File: src/rtl/riscv_pkg.sv
// rtl/riscv_pkg.sv - shared RV32I opcode encodings and scoreboard slot type
package riscv_pkg;

    // Register address width is fixed by the ISA (32 architectural registers)
    localparam int REG_AW = 5;

    localparam logic [6:0] OPC_R     = 7'b0110011;
    localparam logic [6:0] OPC_I     = 7'b0010011;
    localparam logic [6:0] OPC_S     = 7'b0100011;
    localparam logic [6:0] OPC_B     = 7'b1100011;
    localparam logic [6:0] OPC_LUI   = 7'b0110111;
    localparam logic [6:0] OPC_AUIPC = 7'b0010111;
    localparam logic [6:0] OPC_JAL   = 7'b1101111;
    localparam logic [6:0] OPC_JALR  = 7'b1100111;
    localparam logic [6:0] OPC_LOAD  = 7'b0000011;

    typedef struct packed {
        logic              valid;
        logic [REG_AW-1:0] rd;
    } sb_slot_t;

endpackage

File: src/rtl/hazard_src_decode.sv
// rtl/hazard_src_decode.sv - which source registers an instruction reads, plus its rd field
module hazard_src_decode
    import riscv_pkg::*;
(
    input  logic [31:0]       inst,
    output logic              use_rs1,
    output logic              use_rs2,
    output logic [REG_AW-1:0] rs1,
    output logic [REG_AW-1:0] rs2,
    output logic [REG_AW-1:0] rd
);

    // funct3/funct7 do not affect which registers are read
    logic unused_fields;
    assign unused_fields = ^{inst[31:25], inst[14:12]};

    assign rd  = inst[11:7];
    assign rs1 = inst[19:15];
    assign rs2 = inst[24:20];

    // Source usage by opcode class; LUI/AUIPC/JAL and unknown opcodes read nothing
    always_comb begin
        use_rs1 = 1'b0;
        use_rs2 = 1'b0;
        case (inst[6:0])
            OPC_R, OPC_S, OPC_B: begin
                use_rs1 = 1'b1;
                use_rs2 = 1'b1;
            end
            OPC_I, OPC_LOAD, OPC_JALR: begin
                use_rs1 = 1'b1;
            end
            default: begin
                use_rs1 = 1'b0;
                use_rs2 = 1'b0;
            end
        endcase
    end

endmodule

File: src/rtl/hazard_scoreboard.sv
// rtl/hazard_scoreboard.sv - RAW stall / branch flush controller; HAZ_PERF_CNT_EN adds stall/flush counters
module hazard_scoreboard
    import riscv_pkg::*;
#(
    parameter int PIPE_DEPTH = 3,
    parameter int CNT_W      = 32
) (
    input  logic             clk_i,
    input  logic             rst_i,
    input  logic             id_valid_i,
    input  logic [31:0]      id_inst_i,
    input  logic             id_reg_wen_i,
    input  logic             ex_br_taken_i,
    output logic             stall_o,
    output logic             bubble_o,
    output logic             flush_o,
`ifdef HAZ_PERF_CNT_EN
    output logic [CNT_W-1:0] stall_cnt_o,
    output logic [CNT_W-1:0] flush_cnt_o,
`endif
    output logic [31:0]      pending_o
);

    sb_slot_t          slots [PIPE_DEPTH];
    sb_slot_t          slot0_next;
    logic              use_rs1;
    logic              use_rs2;
    logic [REG_AW-1:0] rs1;
    logic [REG_AW-1:0] rs2;
    logic [REG_AW-1:0] rd;
    logic              src1_live;
    logic              src2_live;
    logic              hazard;

    hazard_src_decode u_src_decode (
        .inst    (id_inst_i),
        .use_rs1 (use_rs1),
        .use_rs2 (use_rs2),
        .rs1     (rs1),
        .rs2     (rs2),
        .rd      (rd)
    );

    // x0 reads are constant and can never depend on an in-flight write
    assign src1_live = use_rs1 && (rs1 != '0);
    assign src2_live = use_rs2 && (rs2 != '0);

    // RAW check against every slot; the register file has no write-through
    always_comb begin
        hazard = 1'b0;
        for (int k = 0; k < PIPE_DEPTH; k++) begin
            if (slots[k].valid &&
                ((src1_live && (rs1 == slots[k].rd)) ||
                 (src2_live && (rs2 == slots[k].rd)))) begin
                hazard = 1'b1;
            end
        end
    end

    // A taken branch kills the stalled instruction, so flush overrides stall
    assign flush_o  = ex_br_taken_i;
    assign stall_o  = id_valid_i && hazard && !ex_br_taken_i;
    assign bubble_o = stall_o || ex_br_taken_i;

    // Only an instruction actually leaving ID with a real destination occupies slot 0
    always_comb begin
        slot0_next.valid = id_valid_i && !stall_o && !flush_o && id_reg_wen_i && (rd != '0);
        slot0_next.rd    = slot0_next.valid ? rd : '0;
    end

    // Slots advance every cycle; the downstream pipeline never stalls
    always_ff @(posedge clk_i) begin
        if (rst_i) begin
            for (int k = 0; k < PIPE_DEPTH; k++) begin
                slots[k] <= '0;
            end
        end else begin
            slots[0] <= slot0_next;
            for (int k = 1; k < PIPE_DEPTH; k++) begin
                slots[k] <= slots[k-1];
            end
        end
    end

    // Bitmap of registers with a write still in flight
    always_comb begin
        pending_o = '0;
        for (int k = 0; k < PIPE_DEPTH; k++) begin
            if (slots[k].valid) begin
                pending_o[slots[k].rd] = 1'b1;
            end
        end
        pending_o[0] = 1'b0;
    end

`ifdef HAZ_PERF_CNT_EN
    // Saturating event counters for stall and flush cycles
    always_ff @(posedge clk_i) begin
        if (rst_i) begin
            stall_cnt_o <= '0;
            flush_cnt_o <= '0;
        end else begin
            if (stall_o && (stall_cnt_o != '1)) begin
                stall_cnt_o <= stall_cnt_o + CNT_W'(1);
            end
            if (flush_o && (flush_cnt_o != '1)) begin
                flush_cnt_o <= flush_cnt_o + CNT_W'(1);
            end
        end
    end
`endif

endmodule

File: config.mk
export PLATFORM = sky130hd
export DESIGN_NAME = hazard_scoreboard
export DESIGN_NICKNAME = d
export VERILOG_FILES = /design/src/rtl/riscv_pkg.sv /design/src/rtl/hazard_src_decode.sv /design/src/rtl/hazard_scoreboard.sv
export SDC_FILE = /design/constraint.sdc
export NUM_CORES = 1
export LEC_CHECK = 0
export ABC_CLOCK_PERIOD_IN_PS = 2100
export CAP_MARGIN = 20
export CORE_UTILIZATION = 44
export DETAILED_ROUTE_END_ITERATION = 8
export PLACE_DENSITY = 0.81
export SYNTH_ARGS = -nofsm -noshare
export SYNTH_HDL_FRONTEND = slang
export SYNTH_SLANG_ARGS = --single-unit
File: constraint.sdc
create_clock -name clk_i -period 2.1 [get_ports clk_i]
set_clock_uncertainty 0.05 [all_clocks]
set_input_delay 0.42 -clock clk_i [delete_from_list [all_inputs] [get_ports clk_i]]
set_output_delay 0.42 -clock clk_i [all_outputs]
set_load 0.05 [all_outputs]
==> impl_metrics.ini, run 1 <==
[sta]
finalSetupTns_ns = -2.775
slew_headroom = 0.6329
fin_crit_ns = 2.465
fin_crit_sh = 1.174
tightest_slew_ns = 0.5506
fmax_mhz = 405.6
setup_ws_ns = -0.3653
slew_violations = 0
setup_viol = 29
rsz0062_at_grt = yes
hold_viol = 0

[cts]
cts_tree = done
clock-sinks = 18
clk_latency_ns = 0.26
numCtsBuffers = 3
clockRootBuffer = clkbuf_8
cts.clk_slew.worst_paths_ns = 0.08
cts_hold_buffers = 0
htree_levels = 1
cts_max_path_buffers = 2

[synthesis]
avgSynthCellArea_um2 = 6.940
synth_cell_type_count = 30
synthFlopType = dfxtp_1
synth-seq-cells = 18
synth_edf_count = 0
synth-warning-count = 0
syn-num-nets = 293
yosysSeqAreaShare = 0.2028
synthArstFlopShare = 0
synthCells = 256
syn_area_um2 = 1777

[routing]
dr.first_iter.drc_count = 431
vias = 2551
ant_nets = 0
vias_per_cell = 6.575
drc = 0
routedWlPerCell_um = 23.34
routed_wl_um = 9057
drt_pass1_iterations = 5

[die]
ios = 72
die-area_um2 = 4296
core_area_um2 = 3771
fp.dieW_um = 65.55
start_util = 0.4711
fp-row-count = 22
die_h_um = 65.55

[layout]
syn_to_final_growth_pct = 89.44
instances_no_fill = 388
fillers = 145
drive_above_1_share = 0.4588
largest_register_ffs = 18
layout.nets = 378
reg.largest.list = slots: 18 flops
top_register = slots
n_antenna_cell = 0

[run]
cap_violations = 0

[power_and_ir_drop]
ir_worst_vdd_mv = 0.6179
power.density_nw_per_um2 = 249.7
leakagePower_nw = 1.536

[critical_path]
crit_path_max_fanout = 3
crit_type = flip-flop to output pin
cp.required_ns = 1.63
start_kind = flip-flop
arrival_ns = 2.00
endpoint_kind = output pin

[global_route]
grt_max_degree = 13
grt_pass1_vias = 2159
grt_antenna_before_repair = 0
grt.overflow.total = 0
grt_first_pass_wirelength_um = 10540
grt.total_usage = 0.3185

[placed_design]
gp_congestion = 0.9118
port_buffers = 60
dp_hpwl_um = 4322
placed_cells = 368

[outcome]
outcome = complete, but fails checks
violations = setup timing

[hold_path]
hp-class = flip-flop to flip-flop
[where the power goes]
| part | total (mW) | internal [mW] | switching (mW) |
|---|---|---|---|
| registers | 0.345 | 0.337 | 0.00803 |
| clock network | 0.304 | 0.167 | 0.137 |
| logic | 0.192 | 0.0929 | 0.0987 |
| total | 0.840 | 0.597 | 0.244 |
[cell families (layout without fill, tap and decap cells)]
family	count (synthesis)	in the layout	synth area share
AOI/OAI and AO/OA	36	36	0.1563
and+or+nand+nor	140	140	0.4127
buffers and inverters	31	115	0.07816
xor gates and xnor gates	30	30	0.1479
DFF	18	18	0.2028
other	1	1	0.002111
[worst max-delay path, stage by stage, from the launching register on]
cell and delay, ns:
dfxtp_2 0.36, xor2_2 0.19, nor4_2 0.34, nand3_1 0.16, nand3_1 0.10, a41o_2 0.25
nor2b_4 0.18, buf_12 0.14
[timing repair]
item | in CTS | in global routing
setup buffers | 6 | 12
resized for setup | 68 | 71
pin swaps | 17 | 35
hold endpoints to repair | 0 | 0
gates cloned | 0 | 0
setup endpoints to repair | 20 | 27
[per-layer routing]
metal  vias up  GRT usage  part of all wire
li1       1055          -                 -
met1      1178     0.4092              0.35
met2       259     0.5116              0.47
met3        59    0.06597              0.12
met4         0     0.1332             0.052
met5         -          0                 0
[Yosys cell counts, types with 2 or more instances]
library cell / n / area [um2]
a222oi_1: 4 / 40.04
a22oi_1: 27 / 202.7
and3_1: 6 / 37.54
and3b_1: 10 / 87.58
buf_2: 9 / 45.04
buf_4: 2 / 15.01
clkbuf_1: 8 / 30.03
clkbuf_2: 3 / 15.01
dfxtp_1: 18 / 360.4
inv_1: 9 / 33.78
nand2_1: 62 / 232.7
nand2b_1: 2 / 12.51
nand3_1: 7 / 35.03
nor2_1: 8 / 30.03
nor2b_1: 13 / 81.33
nor3_1: 4 / 20.02
nor3b_1: 12 / 90.09
nor4_1: 12 / 75.07
xnor2_1: 6 / 52.55
xor2_1: 24 / 210.2
[layout by cell type, fill, tap and decap left out, types with 5 or more instances in the layout]
cell / Yosys / routed
dfxtp_2: 0 / 8
nor3b_4: 0 / 5
a22oi_1: 27 / 17
xnor2_1: 6 / 6
dlygate4sd2_1: 0 / 6
nand3_1: 7 / 7
buf_12: 0 / 32
clkdlybuf4s50_1: 0 / 11
inv_1: 9 / 9
nor2b_1: 13 / 12
xor2_1: 24 / 22
dfxtp_4: 0 / 8
and3b_1: 10 / 8
buf_6: 0 / 13
nor4_1: 12 / 7
nor2_1: 8 / 6
nor3b_2: 0 / 6
nand2_1: 62 / 54
a22oi_2: 0 / 10
nand2_2: 0 / 8
buf_4: 2 / 30
[final timing paths]
path                      from      endpoint  slack (ns)  cells past startpoint
setup / recovery   slots[0][8]       stall_o       -0.37                      7
hold / removal    slots[0][11]  slots[0][17]        0.51                      1
setup reg to reg  slots[0][13]   slots[0][3]        0.04                      8
hold reg to reg   slots[0][11]  slots[0][17]        0.51                      1
[final cells by class]
type,count,area (um2),area share
timing repair buffer,102,1267,0.3766
clock buffer,4,55.05,0.01636
sequential,18,400.4,0.1190
tap,48,60.06,0.01784
inverter,9,33.78,0.01004
multi-input combinational,207,1549,0.4602
[per-stage QoR]
step	instance area [um2]	util	worst slack (ns)	power [mW]	hold WS (ns)
finish	3366	0.8925	-0.3653	0.8403	0.5118
global route	3366	0.8925	-0.4004	0.8621	0.5124
global placement	2858	0.7578	-0.5965	0.5145	0.4999
detailed placement	2858	0.7578	-0.6635	0.5198	0.5183
floorplan	1792	-	-0.005061	0.4271	0.4416
CTS	3025	0.8023	-0.2537	0.7876	0.5015
(Power assumes the default switching activity.)
==> run 2, diff against run 1 <==
--- a/config.mk
+++ b/config.mk
@@ -9,7 +9,7 @@
 export CAP_MARGIN = 20
 export CORE_UTILIZATION = 44
 export DETAILED_ROUTE_END_ITERATION = 8
-export PLACE_DENSITY = 0.81
+export PLACE_DENSITY = 0.92
 export SYNTH_ARGS = -nofsm -noshare
 export SYNTH_HDL_FRONTEND = slang
 export SYNTH_SLANG_ARGS = --single-unit
==> impl_metrics.ini, run 2 (synthesis results as in run 1) <==
[sta]
finalSetupTns_ns = -1.941
slew_violations = 0
fmax_mhz = 405.5
fin_crit_ns = 2.466
hold_viol = 0
rsz0062_at_grt = yes
setup_ws_ns = -0.3663
setup_viol = 24
whs_ns = 0.5268
fin_crit_sh = 1.174

[layout]
mostFrequentLayoutCells = 46 x nand2_1, 34 x buf_12, 24 x buf_4
final_common_cell = nand2_1
n_antenna_cell = 0
largest_register_ffs = 18
reg.largest.list = slots: 18 flops
layout.nets = 374
top_register = slots
syn_to_final_growth_pct = 93.52
drive_above_1_share = 0.5060

[placed_design]
port_buffers = 60
gp_congestion = 0.9383
dp_slack_ns = -0.6956
dp_hpwl_um = 4666

[routing]
vias = 2655
ant_nets = 0
drt_pass1_iterations = 5
dr.first_iter.drc_count = 505
drc = 0
vias_per_cell = 6.914
routedWlPerCell_um = 24.70
routed_wl_um = 9485

[critical_path]
endpoint_kind = output pin
rrSetupSlack_ns = 0.17
cpLargestDelayFamily = simple AND/OR/NAND/NOR gates
cp.required_ns = 1.63
arrival_ns = 2.00
slowest_stage = nor4_1
crit_type = flip-flop to output pin
start_kind = flip-flop
crit_top_cell = nand3_1
path_cells = xor2_1, nor4_1, nand3_1, nand3_1, a41o_2, nor2b_4, buf_12
cpPeakStageDelay_ns = 0.39
critical_path_buf_inv_count = 1
crit_path_max_fanout = 3

[global_route]
grt_max_degree = 13
grt.overflow.total = 0
grt_pass1_vias = 2400
grt_first_pass_wirelength_um = 11920
grt.total_usage = 0.3594
grt_antenna_before_repair = 0

[cts]
cts.clk_slew.worst_paths_ns = 0.09
cts_tree = done
clock-sinks = 18
htree_levels = 1
clk_latency_ns = 0.27
clockRootBuffer = clkbuf_8
cts_max_path_buffers = 2
numCtsBuffers = 3

[outcome]
outcome = complete, but fails checks
violations = setup timing

[power_and_ir_drop]
power.density_nw_per_um2 = 246.8
ir_worst_vdd_mv = 0.3919
leakagePower_nw = 1.518
p_total_uw = 848.6

[die]
die-area_um2 = 4296
core_area_um2 = 3771
ios = 72
start_util = 0.4711
fp.dieW_um = 65.55
die_h_um = 65.55
fp-row-count = 22

[hold_path]
hp-class = flip-flop to flip-flop

[run]
cap_violations = 0
run 2: cell types whose count changed in the layout (fill, tap and decap cells not counted), moves of 4 or more:
| cell | before | now |
|---|---|---|
| nor3b_2 | 6 | 2 |
| a22oi_1 | 17 | 8 |
| a22oi_2 | 10 | 19 |
| nand2_1 | 54 | 46 |
| buf_4 | 30 | 24 |
| nand2_2 | 8 | 14 |
run 2: final timing paths:
check | startpoint | endpoint | cells after the start
max | slots[0][8] | stall_o | 7
min | slots[0][7] | slots[0][13] | 1
max reg2reg | slots[0][8] | slots[0][0] | 7
min reg2reg | slots[0][7] | slots[0][13] | 1
run 2: timing repair:
action | in CTS | in global routing
gates cloned | 0 | 0
pin swaps | 21 | 50
setup buffers | 4 | 10
hold buffers | 0 | 0
gates resized for setup | 86 | 82
setup endpoints to repair | 26 | 26
run 2: stage by stage:
stage                     std cells  utilization  cell area [um2]
after detailed placement        370       0.7651             2885
after global routing            384       0.9117             3438
after global placement          370       0.7651             2885
final                           384       0.9117             3438
after CTS                       377       0.8155             3075
after floorplan                 256            -             1792
run 2: area by class of cell:
class	count	area [um2]
inverter	9	33.78
fill	133	332.8
sequential	18	399.1
multi-input combinational	207	1642
timing repair buffer	98	1249
tap	48	60.06
clock buffer	4	55.05
run 2: routing by layer:
layer  vias to the layer above  track usage  share of wire
met1                      1245       0.4368           0.35
li1                       1045            -              -
met4                         0       0.1766          0.060
met5                         -            0              0
met3                        78      0.09549           0.13
met2                       287       0.5799           0.46
run 2: where the power goes:
group	switching [mW]	leakage [nW]	internal [mW]
logic	0.102	1.33	0.0941
registers	0.00950	0.155	0.336
clock network	0.139	0.0288	0.167
total	0.251	1.52	0.598
==> run 3, diff against run 2 <==
--- a/config.mk
+++ b/config.mk
@@ -6,10 +6,10 @@
 export NUM_CORES = 1
 export LEC_CHECK = 0
 export ABC_CLOCK_PERIOD_IN_PS = 2100
-export CAP_MARGIN = 20
-export CORE_UTILIZATION = 44
+export CAP_MARGIN = 10
+export CORE_UTILIZATION = 40
 export DETAILED_ROUTE_END_ITERATION = 8
-export PLACE_DENSITY = 0.92
+export PLACE_DENSITY = 0.86
 export SYNTH_ARGS = -nofsm -noshare
 export SYNTH_HDL_FRONTEND = slang
 export SYNTH_SLANG_ARGS = --single-unit
==> impl_metrics.ini, run 3 (synthesis results as in run 1) <==
[outcome]
outcome = complete, but fails checks
violations = setup timing

[cts]
clk_latency_ns = 0.26
numCtsBuffers = 3
cts_max_path_buffers = 2
clockRootBuffer = clkbuf_8
cts.clk_slew.worst_paths_ns = 0.07
cts_hold_buffers = 0
htree_levels = 1
cts_tree = done
clock-sinks = 18

[power_and_ir_drop]
ir_worst_vdd_mv = 0.3565
power.density_nw_per_um2 = 242.6
leakagePower_nw = 1.575

[sta]
rsz0062_at_grt = yes
fin_crit_sh = 1.178
setup_viol = 14
fin_crit_ns = 2.474
setup_ws_ns = -0.3737
slew_violations = 0
hold_viol = 0
fmax_mhz = 404.2

[layout]
fillers = 218
n_antenna_cell = 0
seq_area_um2 = 405.4
top_register = slots
drive_above_1_share = 0.4680
reg.largest.list = slots: 18 flops
final_common_cell = nand2_1
multi_input_area_um2 = 1558
mostFrequentLayoutCells = 58 x nand2_1, 32 x buf_12, 32 x buf_4
largest_register_ffs = 18
layout.nets = 382
syn_to_final_growth_pct = 92.61
design_area_um2 = 3422

[placed_design]
postPlaceCellArea_um2 = 2898
port_buffers = 60
dp_slack_ns = -0.6914
gp_congestion = 0.9461
dp_hpwl_um = 4996

[critical_path]
crit_type = primary input to output pin
arrival_ns = 2.00
crit_path_max_fanout = 3
cp.required_ns = 1.63
endpoint_kind = output pin
start_kind = primary input

[die]
die-area_um2 = 4712
fp.dieW_um = 68.65
fp-row-count = 23
die_h_um = 68.65
ios = 72
core_area_um2 = 4144
start_util = 0.4287

[global_route]
grt_antenna_before_repair = 0
grt.total_usage = 0.3210
grt_first_pass_wirelength_um = 11140
grt.overflow.total = 0
grt_max_degree = 13
grt_pass1_vias = 2372

[routing]
ant_nets = 0
vias = 2590
routedWlPerCell_um = 22.61
routed_wl_um = 8910
drt_pass1_iterations = 5
vias_per_cell = 6.574
dr.first_iter.drc_count = 388
drc = 0

[hold_path]
hp-class = flip-flop to flip-flop

[run]
cap_violations = 0
[run 3: changes by cell type in the layout (fill, tap and decap cells not counted), moves of 3 or more]
cell,before,now
buf_4,24,32
buf_2,6,3
and3b_2,3,6
xor2_2,4,1
nand2_1,46,58
a22oi_1,8,16
and3b_1,7,4
a22oi_2,19,11
nand2_2,14,3
nor3b_2,2,5
xor2_1,20,23
[run 3: where the power goes]
| group | leakage, nW | switching [mW] | internal, mW | total, mW |
|---|---|---|---|---|
| Sequential | 0.156 | 0.00933 | 0.334 | 0.344 |
| Combinational | 1.39 | 0.0952 | 0.0955 | 0.191 |
| Clock | 0.0288 | 0.129 | 0.167 | 0.296 |
| Total | 1.57 | 0.233 | 0.597 | 0.830 |
[run 3: final cells by class]
cell class              instances  share of cell area
clock buffers                   4             0.01609
flip-flops and latches         18              0.1185
well taps                      50             0.01828
repair buffers                106              0.3821
multi-input cells             207              0.4552
inverters                       9            0.009872
[run 3: timing repair]
item                                    4_1_cts  5_1_grt
setup buffers                                 8        8
gates cloned                                  0        1
resized for setup                            65       78
pin swaps                                    17       33
endpoints found under the setup margin       31       29
[run 3: worst max-delay path, stage by stage]
cell and delay (ns):
buf_6 0.09, buf_6 0.12, xor2_2 0.18, nor4_2 0.34
nand3_1 0.12, a31oi_1 0.23, a41o_2 0.18, nor2b_4 0.17
buf_12 0.14
[run 3: worst paths after layout]
| kind | end | cells past startpoint | slack, ns | start |
|---|---|---|---|---|
| hold reg to reg | slots[0][11] | 1 | 0.51 | slots[0][5] |
| setup reg to reg | slots[0][5] | 7 | 0.25 | slots[0][13] |
| hold / removal | slots[0][11] | 1 | 0.51 | slots[0][5] |
| setup / recovery | stall_o | 9 | -0.37 | id_inst_i[22] |
[run 3: per-stage QoR]
stage / std cells / hold WS (ns) / util / power (mW) / TNS, ns
floorplan: 256 / 0.4416 / - / 0.4271 / -0.009250
global placement: 375 / 0.5048 / 0.6993 / 0.5169 / -2.716
detailed placement: 375 / 0.5118 / 0.6993 / 0.5244 / -3.155
CTS: 386 / 0.4995 / 0.7415 / 0.8008 / -0.5595
global route: 394 / 0.5055 / 0.8258 / 0.8574 / -2.751
finish: 394 / 0.5090 / 0.8258 / 0.8303 / -1.668
[run 3: routing by layer]
metal / up-vias / wire length, um / global-route usage
li1: 1067 / - / -
met1: 1188 / 3172 / 0.3607
met2: 260 / 4165 / 0.5490
met3: 75 / 1023 / 0.08059
met4: 0 / 548 / 0.1797
met5: - / 0 / 0
